File: config.mk
export PLATFORM = sky130hd
export DESIGN_NAME = wb_gpio_bridge
export DESIGN_NICKNAME = d
export VERILOG_FILES = /design/src/rtl/gpio_wb_pkg.sv /design/src/rtl/wb_gpio_bridge.sv
export SDC_FILE = /design/constraint.sdc
export NUM_CORES = 1
export LEC_CHECK = 0
export ABC_CLOCK_PERIOD_IN_PS = 1250
export CAP_MARGIN = 40
export CORE_MARGIN = 8
export CORE_UTILIZATION = 35
export DETAILED_ROUTE_END_ITERATION = 16
export PLACE_DENSITY = 0.74
export REMOVE_ABC_BUFFERS = 1
export SLEW_MARGIN = 20
export SYNTH_ARGS = -nofsm -noshare
export SYNTH_HDL_FRONTEND = slang
export SYNTH_SLANG_ARGS = --single-unit
File: constraint.sdc
create_clock -name clk -period 1.25 [get_ports clk]
set_input_delay 0.3125 -clock clk [delete_from_list [all_inputs] [get_ports clk]]
set_output_delay 0.3125 -clock clk [all_outputs]
set_load 0.1 [all_outputs]
File: src/rtl/gpio_wb_pkg.sv
// Shared types for the Wishbone-to-GPIO register bridge:
// FSM encoding, register offsets and the byte-lane merge helper.
package gpio_wb_pkg;

    typedef enum logic [1:0] {
        ST_IDLE = 2'd0,
        ST_RD   = 2'd1,
        ST_WR   = 2'd2,
        ST_ACK  = 2'd3
    } state_t;

    localparam logic [1:0] OFF_DIR = 2'b00;
    localparam logic [1:0] OFF_OUT = 2'b01;
    localparam logic [1:0] OFF_IN  = 2'b10;
    localparam logic [1:0] OFF_RSV = 2'b11;

    localparam logic [3:0] SEL_FULL = 4'hF;
    localparam logic [3:0] SEL_NONE = 4'h0;

    typedef struct packed {
        logic       we;
        logic [1:0] addr;
        logic [3:0] sel;
        logic       bad;
    } req_t;

    function automatic logic [31:0] merge_bytes(
        input logic [31:0] old_w,
        input logic [31:0] new_w,
        input logic [3:0]  sel
    );
        logic [31:0] res;
        for (int i = 0; i < 4; i++) begin
            res[8*i +: 8] = sel[i] ? new_w[8*i +: 8] : old_w[8*i +: 8];
        end
        return res;
    endfunction

endpackage

File: src/rtl/wb_gpio_bridge.sv
// Wishbone B4 classic slave driving the GPIO register port, with RMW for partial writes.
// Define GPIO_WB_ERR_EN to answer illegal accesses with wb_err_o instead of wb_ack_o.
module wb_gpio_bridge
    import gpio_wb_pkg::*;
#(
    parameter int ADDR_W = 32,
    parameter int DATA_W = 32
) (
    input  logic                clk,
    input  logic                rst_n,
    input  logic                wb_cyc_i,
    input  logic                wb_stb_i,
    input  logic                wb_we_i,
    input  logic [ADDR_W-1:0]   wb_adr_i,
    input  logic [DATA_W-1:0]   wb_dat_i,
    input  logic [DATA_W/8-1:0] wb_sel_i,
    output logic [DATA_W-1:0]   wb_dat_o,
    output logic                wb_ack_o,
    output logic                wb_err_o,
    output logic [1:0]          reg_addr,
    output logic                reg_we,
    output logic [DATA_W-1:0]   reg_wdata,
    input  logic [DATA_W-1:0]   reg_rdata
);

`ifdef GPIO_WB_ERR_EN
    localparam bit ERR_EN = 1'b1;
`else
    localparam bit ERR_EN = 1'b0;
`endif

    state_t              state_q;
    state_t              state_d;
    req_t                req_q;
    logic [DATA_W-1:0]   wdata_q;
    logic [DATA_W-1:0]   rdata_q;

    logic req;
    logic is_read;
    logic is_full;
    logic is_none;
    logic is_part;
    logic wr_ok;
    logic req_bad;
    logic rd_keep;
    logic adr_unused;

    assign req     = wb_cyc_i & wb_stb_i;
    assign is_read = ~wb_we_i;
    assign is_full = wb_we_i & (wb_sel_i == SEL_FULL);
    assign is_none = wb_we_i & (wb_sel_i == SEL_NONE);
    assign is_part = wb_we_i & ~is_full & ~is_none;

    // Only DIR and OUT are writable; IN and the reserved slot never see reg_we.
    assign req_bad = (wb_we_i & wb_adr_i[3])
                   | (~wb_we_i & (wb_adr_i[3:2] == OFF_RSV));
    assign wr_ok   = ~req_q.addr[1];
    assign rd_keep = ERR_EN & req_q.bad;

    assign adr_unused = ^{wb_adr_i[ADDR_W-1:4], wb_adr_i[1:0]};

    assign reg_addr  = req_q.addr;
    assign reg_wdata = wdata_q;
    assign wb_dat_o  = rdata_q;

    always_ff @(posedge clk) begin
        if (!rst_n) begin
            state_q <= ST_IDLE;
        end else begin
            state_q <= state_d;
        end
    end

    always_comb begin
        state_d  = state_q;
        reg_we   = 1'b0;
        wb_ack_o = 1'b0;
        wb_err_o = 1'b0;
        unique case (state_q)
            ST_IDLE: begin
                if (req) begin
                    unique case (1'b1)
                        is_read: state_d = ST_RD;
                        is_full: state_d = ST_WR;
                        is_none: state_d = ST_ACK;
                        is_part: state_d = ST_RD;
                        default: state_d = ST_IDLE;
                    endcase
                end
            end
            ST_RD: begin
                if (!wb_cyc_i) begin
                    state_d = ST_IDLE;
                end else if (req_q.we) begin
                    state_d = ST_WR;
                end else begin
                    state_d = ST_ACK;
                end
            end
            ST_WR: begin
                // The write commits even if the master abandons the cycle here.
                reg_we  = wr_ok;
                state_d = wb_cyc_i ? ST_ACK : ST_IDLE;
            end
            ST_ACK: begin
`ifdef GPIO_WB_ERR_EN
                if (req_q.bad) begin
                    wb_err_o = wb_cyc_i;
                end else begin
                    wb_ack_o = wb_cyc_i;
                end
`else
                wb_ack_o = wb_cyc_i;
`endif
                state_d = ST_IDLE;
            end
            default: state_d = ST_IDLE;
        endcase
    end

    always_ff @(posedge clk) begin
        if (!rst_n) begin
            req_q   <= '0;
            wdata_q <= '0;
            rdata_q <= '0;
        end else begin
            case (state_q)
                ST_IDLE: begin
                    if (req) begin
                        req_q.we   <= wb_we_i;
                        req_q.addr <= wb_adr_i[3:2];
                        req_q.sel  <= wb_sel_i;
                        req_q.bad  <= req_bad;
                        wdata_q    <= wb_dat_i;
                    end
                end
                ST_RD: begin
                    if (wb_cyc_i) begin
                        if (req_q.we) begin
                            wdata_q <= merge_bytes(reg_rdata, wdata_q, req_q.sel);
                        end else if (!rd_keep) begin
                            rdata_q <= (req_q.addr == OFF_RSV) ? '0 : reg_rdata;
                        end
                    end
                end
                default: begin
                end
            endcase
        end
    end

endmodule

==> flow_metrics.tcl <==
set metrics [dict create \
    status "finished, violations left" \
    violations "negative setup slack" \
    avgViaCountPerCell 5.03 \
    rsz0062_at_grt "true" \
    final-hold-violation-count 0 \
    power.leakage_uw 0.00248 \
    grt_pass1_vias 3549 \
    via_count 3365 \
    worstReg2RegEnd "reg_wdata[26]" \
    synth_top_family_by_area "compound AO/OA/AOI/OAI gates" \
    cp_max_fo 4 \
    antenna_found_initial 0 \
    root_buffer "clkbuf_8" \
    antennaDiodeCount 0 \
    yosys-mux-area-fraction 0.0943 \
    hpwlAfterDp_mm 8.62 \
    start_kind "flop" \
    hp-class "in2reg" \
    nFillCells 711 \
    io_buffers 142 \
    setup_viol 76 \
    dr.pass1.iters 4 \
    hold_buffers 0 \
    nets 636 \
    track_usage 0.185 \
    maxSlewViolCount 0 \
    endpoint_kind "primary output" \
    die_h_um 115 \
    drive_gt1_frac 0.511 \
    die_area_sq_um 13100 \
    fmax_ghz 0.632 \
    ff2ff_setup_slack_ps -270 \
    htreeDepth 3 \
    yosys.area_share.simple 0.176 \
    clk_latency_ps 350 \
    dieWidth_um 115 \
    yosys_register_bits 73 \
    clk_path_buf_depth 2 \
    clk_pin_slew_worst_paths_ps 80 \
    coreArea_sq_um 9590 \
    reg2reg_from "state_q[0]" \
    required_ps 940 \
    reg2reg_depth 7 \
    skew_ps 7.43 \
    synth_compound_area_frac 0.231 \
    synth_area_sq_um 3400 \
    rows 36 \
    worstSetupEndpoint "reg_we" \
    power.density_nw_per_um2 1090 \
    cts_tree "yes" \
    whs_ps 326 \
    cp-startpoint "state_q[0]" \
    synth_fa_ha_area_frac 0 \
    seq_area_frac_synth 0.430 \
    wl_met3_um 825 \
    irDropWorstVdd_mv 0.622 \
    wl_met1_mm 4.92 \
    drc 0 \
    routabilityCongestion 0.771 \
    critPathArrivalTime_ps 1270 \
    crit_type "reg2out" \
    avgSynthCellArea_sq_um 9.47 \
    fin_crit_sh 1.27 \
    numCtsBuffers 9 \
    fin_util 0.682 \
    setup_slack_ps -333 \
    routed-wl-met2_mm 6.36 \
    synth_xor_xnor_area_share 0 \
    initial_utilization 0.354 \
    fin_cells 669 \
    cts_sinks 73 \
    drt_iter0_markers 157 \
    post-route-min-period_ps 1580 \
    place_ws_ps -613 \
    overflow 0 \
    io_pins 174 \
    postRouteAntennaNets 0 \
    maxCapViolCount 0 \
    grt_pass1_wl_mm 19.0 \
    grt_max_degree 46 \
    dr.max_layer_used "met4" \
    ys_warn_count 0 \
    synth_cell_types 35 \
    wl_per_cell_um 18.5 \
    syn-instance-count 359 \
    syn2layout_area_growth_pct 92.6 \
    place_inst 633 \
    wirelength_mm 12.4 \
]
==> layout make-up <==
| class | instances | area (sq um) | area share |
|---|---|---|---|
| Sequential cell | 73 | 1550 | 0.237 |
| Timing Repair Buffer | 200 | 2740 | 0.419 |
| Clock buffer | 11 | 141 | 0.0216 |
| Clock inverter | 5 | 55.1 | 0.00841 |
| Multi-Input combinational cell | 247 | 1890 | 0.289 |
| Tap cell | 133 | 166 | 0.0254 |
==> per-stage QoR <==
step	TNS [ps]	power, uW	cell area, sq um
finish	-14430	7120	6540
global route	-19160	7380	6540
CTS	-17260	7100	6430
detailed placement	-38760	5010	5780
global placement	-35350	4980	5780
floorplan	-109470	3900	3170
==> state kept, by name, summed over array words and instances, names as in the netlist <==
signal / count
req_q: 5
wb_dat_o: 32
state_q: 2
reg_wdata: 32
reg_addr: 2
==> cell usage after synthesis <==
library cell / instances / share of area
dfxtp_1: 73 / 0.43
nand2_1: 73 / 0.081
mux2i_1: 32 / 0.094
nand3_1: 32 / 0.047
a21boi_1: 30 / 0.066
o221a_2: 25 / 0.083
clkbuf_1: 11 / 0.012
buf_2: 10 / 0.015
buf_4: 10 / 0.022
a21boi_0: 9 / 0.020
o21ai_0: 8 / 0.012
o221a_1: 7 / 0.023
buf_6: 4 / 0.013
nand3b_1: 4 / 0.0088
a21oi_4: 3 / 0.014
and2_1: 3 / 0.0055
buf_1: 3 / 0.0033
a21oi_1: 2 / 0.0029
nand2b_1: 2 / 0.0037
nor2b_1: 2 / 0.0037
nor3b_1: 2 / 0.0044
a21oi_2: 1 / 0.0026
a221oi_1: 1 / 0.0026
and2_0: 1 / 0.0018
and3_1: 1 / 0.0018
and4_1: 1 / 0.0026
and4bb_1: 1 / 0.0037
and4bb_2: 1 / 0.0037
clkbuf_4: 1 / 0.0022
conb_1: 1 / 0.0011
nand4bb_1: 1 / 0.0033
nor4_1: 1 / 0.0018
o211ai_1: 1 / 0.0022
o21a_1: 1 / 0.0022
or2b_4: 1 / 0.0033
==> per-layer routing <==
metal | vias up | track usage
met3 | 18 | 0.0549
met1 | 1609 | 0.210
li1 | 1628 | -
met4 | 0 | 0.0772
met5 | - | 0
met2 | 110 | 0.318
==> what timing repair did <==
item                       in CTS  in global routing
cloned                          5                  0
buffers inserted               16                  4
resized for setup              96                 64
setup endpoints to repair     104                112
pin swaps                      57                 22
==> layout by cell type, fill, tap and decap left out, types with 3 or more instances in the layout <==
cell / count
o21ai_1: 3
nand2_2: 5
mux2i_2: 3
dfxtp_1: 6
o221a_2: 23
clkdlybuf4s50_1: 72
buf_4: 32
buf_8: 5
nand3_2: 8
clkbuf_8: 10
o21ai_0: 5
mux2i_1: 27
a21boi_1: 35
buf_6: 12
a21oi_4: 4
and2_4: 4
a21boi_2: 4
nand3_1: 24
nand3b_1: 4
buf_12: 75
o221a_1: 7
dfxtp_2: 65
nand2_1: 68
==> power by group <==
| part | internal [uW] | switching [uW] |
|---|---|---|
| logic | 1150 | 1440 |
| clock network | 971 | 918 |
| registers | 2480 | 147 |
==> kinds of logic (layout without fill, tap and decap cells) <==
logic type | count (synthesis) | count (layout)
compound gates | 88 | 88
buf+inv | 39 | 216
flops | 73 | 73
mux | 32 | 32
other cells | 1 | 1
simple gates | 126 | 126
==> worst min path at each step <==
stage | from | end | cells past startpoint
3_3_place_gp | req_q[3] | req_q[3] | 2
2_1_floorplan | req_q[1] | req_q[1] | 2
5_1_grt | rst_n | req_q[7] | 2
4_1_cts | rst_n | req_q[7] | 2
6_report | rst_n | req_q[3] | 2
3_5_place_dp | req_q[3] | req_q[3] | 2
==> critical path: stages (launching register included) <==
cell and delay [ps]:
dfxtp_4 370, buf_8 120, nor3b_2 150, buf_4 140
buf_12 160
Power figures use the tool's default switching activity.
